## src/rtl/fetch_sequencer.sv

```systemverilog
// Instruction-fetch sequencer: owns the PC, issues one fetch at a time into a
// single-entry decode buffer, and drops wrong-path responses after a redirect.
module fetch_sequencer #(
  parameter int                ADDR_W   = 16,
  parameter int                DATA_W   = 32,
  parameter logic [ADDR_W-1:0] RESET_PC = '0
) (
  input  logic              clk,
  input  logic              reset,
  output logic              imem_req,
  output logic [ADDR_W-1:0] imem_addr,
  input  logic              imem_gnt,
  input  logic              imem_rvalid,
  input  logic [DATA_W-1:0] imem_rdata,
  input  logic              redirect_valid,
  input  logic [ADDR_W-1:0] redirect_target,
  output logic              out_valid,
  input  logic              out_ready,
  output logic [DATA_W-1:0] out_instr,
  output logic [ADDR_W-1:0] out_pc,
  output logic [ADDR_W-1:0] out_next_pc
);

  typedef enum logic [1:0] {IDLE, REQ, WAIT, DISCARD} state_e;

  localparam logic [ADDR_W-1:0] PC_STEP    = ADDR_W'(4);
  localparam logic [ADDR_W-1:0] ALIGN_MASK = ~ADDR_W'(3);

  state_e            state_q;
  logic [ADDR_W-1:0] pc_q;
  logic              vld_q;
  logic [DATA_W-1:0] instr_q;
  logic [ADDR_W-1:0] bpc_q;

  logic              issue;
  logic              consume;
  logic [ADDR_W-1:0] target_d;

  // A request goes out only when the buffer will be empty by the time the response lands.
  assign issue    = (state_q == REQ) && (!vld_q || out_ready);
  assign consume  = vld_q && out_ready;
  assign target_d = redirect_target & ALIGN_MASK;

  assign imem_req    = issue;
  assign imem_addr   = pc_q;
  assign out_valid   = vld_q;
  assign out_instr   = instr_q;
  assign out_pc      = bpc_q;
  assign out_next_pc = bpc_q + PC_STEP;

  always_ff @(posedge clk or negedge reset) begin
    if (!reset) begin
      state_q <= IDLE;
      pc_q    <= RESET_PC;
      vld_q   <= 1'b0;
      instr_q <= '0;
      bpc_q   <= RESET_PC;
    end else if (redirect_valid) begin
      // Redirect wins over every other event; an in-flight old-path fetch must be drained.
      pc_q  <= target_d;
      vld_q <= 1'b0;
      unique case (state_q)
        IDLE:    state_q <= REQ;
        REQ:     state_q <= (issue && imem_gnt) ? DISCARD : REQ;
        WAIT:    state_q <= imem_rvalid ? REQ : DISCARD;
        DISCARD: state_q <= imem_rvalid ? REQ : DISCARD;
        default: state_q <= IDLE;
      endcase
    end else begin
      if (consume) vld_q <= 1'b0;
      unique case (state_q)
        IDLE: state_q <= REQ;
        REQ: begin
          if (issue && imem_gnt) state_q <= WAIT;
        end
        WAIT: begin
          if (imem_rvalid) begin
            vld_q   <= 1'b1;
            instr_q <= imem_rdata;
            bpc_q   <= pc_q;
            pc_q    <= pc_q + PC_STEP;
            state_q <= REQ;
          end
        end
        DISCARD: begin
          if (imem_rvalid) state_q <= REQ;
        end
        default: state_q <= IDLE;
      endcase
    end
  end

endmodule

```

## config.mk

```make
export PLATFORM = sky130hd
export DESIGN_NAME = fetch_sequencer
export DESIGN_NICKNAME = d
export VERILOG_FILES = /design/src/rtl/fetch_sequencer.sv
export SDC_FILE = /design/constraint.sdc
export NUM_CORES = 1
export LEC_CHECK = 0
export ABC_CLOCK_PERIOD_IN_PS = 2140
export CAP_MARGIN = 20
export CORE_ASPECT_RATIO = 1.2
export CORE_MARGIN = 2
export CORE_UTILIZATION = 25
export CTS_CLUSTER_DIAMETER = 50
export DETAILED_ROUTE_END_ITERATION = 8
export REMOVE_ABC_BUFFERS = 1
export SLEW_MARGIN = 20
export SYNTH_ARGS = -nofsm -noshare
export SYNTH_HDL_FRONTEND = slang
export SYNTH_SLANG_ARGS = --single-unit
```

## constraint.sdc

```tcl
create_clock -name clk -period 2.14 [get_ports clk]
set_input_delay 0.428 -clock clk [delete_from_list [all_inputs] [get_ports clk]]
set_output_delay 0.428 -clock clk [all_outputs]
set_load 0.02 [all_outputs]
```

==> results of run 1 <==
-- Yosys cell counts --
| master | n |
|---|---|
| nor4_1 | 6 |
| clkbuf_1 | 3 |
| mux2i_1 | 1 |
| buf_2 | 5 |
| ha_1 | 2 |
| mux2_2 | 47 |
| and3_1 | 3 |
| a21o_1 | 1 |
| xnor2_1 | 16 |
| dfrtp_1 | 63 |
| nor3_1 | 5 |
| nand2_1 | 25 |
| buf_1 | 1 |
| nand3_1 | 4 |
| conb_1 | 1 |
| nand4b_1 | 1 |
| a21oi_1 | 1 |
| buf_4 | 7 |
| xor2_1 | 8 |
| o21ai_0 | 13 |
| inv_1 | 6 |
| nand4_1 | 4 |
| nand4_4 | 1 |
| o31a_1 | 2 |
| nand2b_1 | 2 |
| nand3b_1 | 1 |
| nor2_1 | 7 |
| or3_1 | 3 |
-- critical path: cells and delay by family (launching register included) --
kind	cells	cell delay [ns]
XOR/XNOR	1	0.11
flip-flops	1	0.35
AND/OR/NAND/NOR	2	0.41
adder cells (fa/ha/maj)	1	0.19
buffers and inverters	3	0.41
-- sequential cells by signal (all words and copies together) (netlist names) --
| register | flops |
|---|---|
| imem_addr | 14 |
| out_instr | 32 |
| out_pc | 14 |
| out_valid | 1 |
| state_q | 2 |
-- power breakdown --
part | switching (mW) | leakage (nW) | internal, mW | total, mW
Sequential | 0.232 | 0.795 | 1.55 | 1.78
Clock | 0.496 | 0.164 | 1.17 | 1.67
Combinational | 1.14 | 1.13 | 1.30 | 2.45
-- kinds of logic (layout without fill, tap and decap cells) --
kind of cell	after synthesis	count (layout)	synth area share (%)
buf+inv	22	180	4.00
fa+ha+maj	2	2	0.869
mux	48	48	18.7
compound gates	17	17	3.30
simple gates	62	62	10.9
flops	63	63	54.7
other cells	1	6	0.130
xor+xnor	24	24	7.30
-- layout make-up --
type | instances | area [um^2]
multi-input combinational | 159 | 1240
clock inverter | 3 | 90.1
fill | 1090 | 6250
tap | 154 | 193
inverter | 6 | 22.5
timing repair buffer | 158 | 1520
clock buffer | 13 | 250
sequential | 63 | 1580
-- repair_timing --
action / CTS / global route
buffers inserted: 1 / 3
cloned: 0 / 0
pin swaps: 1 / 2
resized for setup: 46 / 16
setup endpoints to repair: 13 / 8
-- metal layers --
metal	vias up	global-route usage [%]	part of all wire (%)
met5	-	0	0
met4	0	6.67	2.9
met3	14	3.38	5.7
met2	78	22.5	51
met1	1155	16.3	41
li1	1133	-	-
-- per-stage QoR --
step / area [um^2] / power [mW] / setup slack, ns / hold slack, ns / TNS (ns)
final: 4890 / 5.89 / -0.0688 / 0.0792 / -0.133
after global routing: 4890 / 6.23 / -0.142 / 0.110 / -0.724
after CTS: 4860 / 5.94 / -0.0938 / 0.0805 / -0.139
after detailed placement: 4510 / 4.29 / -0.169 / 0.436 / -0.711
after global placement: 4510 / 4.25 / -0.157 / 0.437 / -0.653
after floorplan: 2810 / 2.89 / -1.03 / 0.132 / -47.04
-- worst max path at each step --
stage | start | end
floorplan | state_q[0] | out_instr[0]
global placement | out_pc[2] | out_next_pc[14]
detailed placement | out_pc[2] | out_next_pc[12]
CTS | out_pc[2] | out_next_pc[14]
global route | out_pc[2] | out_next_pc[14]
finish | out_pc[2] | out_next_pc[10]
==> flow_summary.toml, run 1 <==
[status]
status = "finished, violations left"
violations = "setup timing"

[global_routing]
grt_pass1_vias = 2626
grt_pass1_wl_um = 12900
overflow = 0
antenna_found_initial = 0
grt_max_degree = 32
grt_usage_pct = 13.6

[critical_path]
startpoint_type = "flop"
path_cells = "ha_2 > nand2_2 > or3_4 > buf_4 > buf_6 > xnor2_2 > buf_4"
critical_path.max_fanout = 3
reg2reg_to = "imem_addr[15]"
r2r_cells = 4
cp_common_cell = "buf_4"
cp_slowest_cell = "dfrtp_1"
cp.required_ns = 1.71
regToRegSetupSlack_ns = 0.40
slowest_delay_ns = 0.35
r2r_start = "imem_addr[5]"
endpoint_kind = "primary output"
path_class = "flop to primary output"
timing.critical_path.arrival_ns = 1.78

[placement]
port_buffers = 127
gp_congestion = 0.718
dp_hpwl_um = 6020
placed_cells = 536

[routing]
totalWireLength_um = 7900
first_iter_violations = 83
dr.pass1.iters = 5
wl_per_cell_um = 14.2
postRouteAntennaNets = 0
drc = 0
num_vias = 2380
vias_per_cell = 4.28

[die]
core_area_um2 = 11100
die_height_um = 122
initial_core_util_pct = 25.9
rows = 42
ios = 136
die_area_um2 = 12400
die_x_um = 102

[cells_and_area]
finalNonFillerCells = 556
drive_gt1_share_pct = 27.1
nets = 453
syn_to_final_growth_pct = 69.9
antenna_cells = 0
layout.cells.most_common = "clkdlybuf4s50_1"
final_core_util_pct = 43.9
layout_common_cells = "clkdlybuf4s50_1 (113), dfrtp_1 (63), mux2_2 (47)"

[cts]
clk_root_buffer_cell = "clkbuf_16"
cts_tree = "built"
hold_buffers = 0
path_clk_slew_ns = 0.05
htree_num_levels = 3
cts_buffers = 9
cts.sinks = 63
clk_latency_ns = 0.32
clockBufferDepth = 2

[sta]
slew_violations = 0
final.setup.worst_slack_ns = -0.0688
slew_headroom_pct = 65.1
finalHoldViolCount = 0
finalSetupViolCount = 2
fin_worst_skew_ns = 0.00355
period_needed_ns = 2.21
max_freq_mhz = 453
rsz0062_at_grt = "yes"
tightest_slew_ns = 0.523
period_share_pct = 103

[synth]
synth_top_area_cell = "dfrtp_1"
synth_area_per_cell_um2 = 12.1
ys_seq_elements = 63
synth.distinct_cells = 28
synth_top_area_share_pct = 54.7
netlist_area_um2 = 2880
yosysWarningCount = 0
synthTopCellsByArea = "dfrtp_1 (55%), mux2_2 (18%), xnor2_1 (4.9%), nand2_1 (3.3%), xor2_1 (2.4%)"
syn_inst = 239
yosysSeqAreaShare_pct = 54.7

[run]
cap_violations = 0

[power_and_ir_drop]
power_density_nw_per_um2 = 1200
ir_worst_vdd_v = 0.000647
power.leakage_nw = 2.09

[worst_hold_path]
hp-class = "input pin to asynchronous set/reset pin"
Power figures use the tool's default switching activity.
==> run 2, diff against run 1 <==
- CAP_MARGIN: 20 -> not set
- SLEW_MARGIN: 20 -> 0
==> results of run 2 <==
No change in the layout: final DEF, timing and power equal those of run 1.
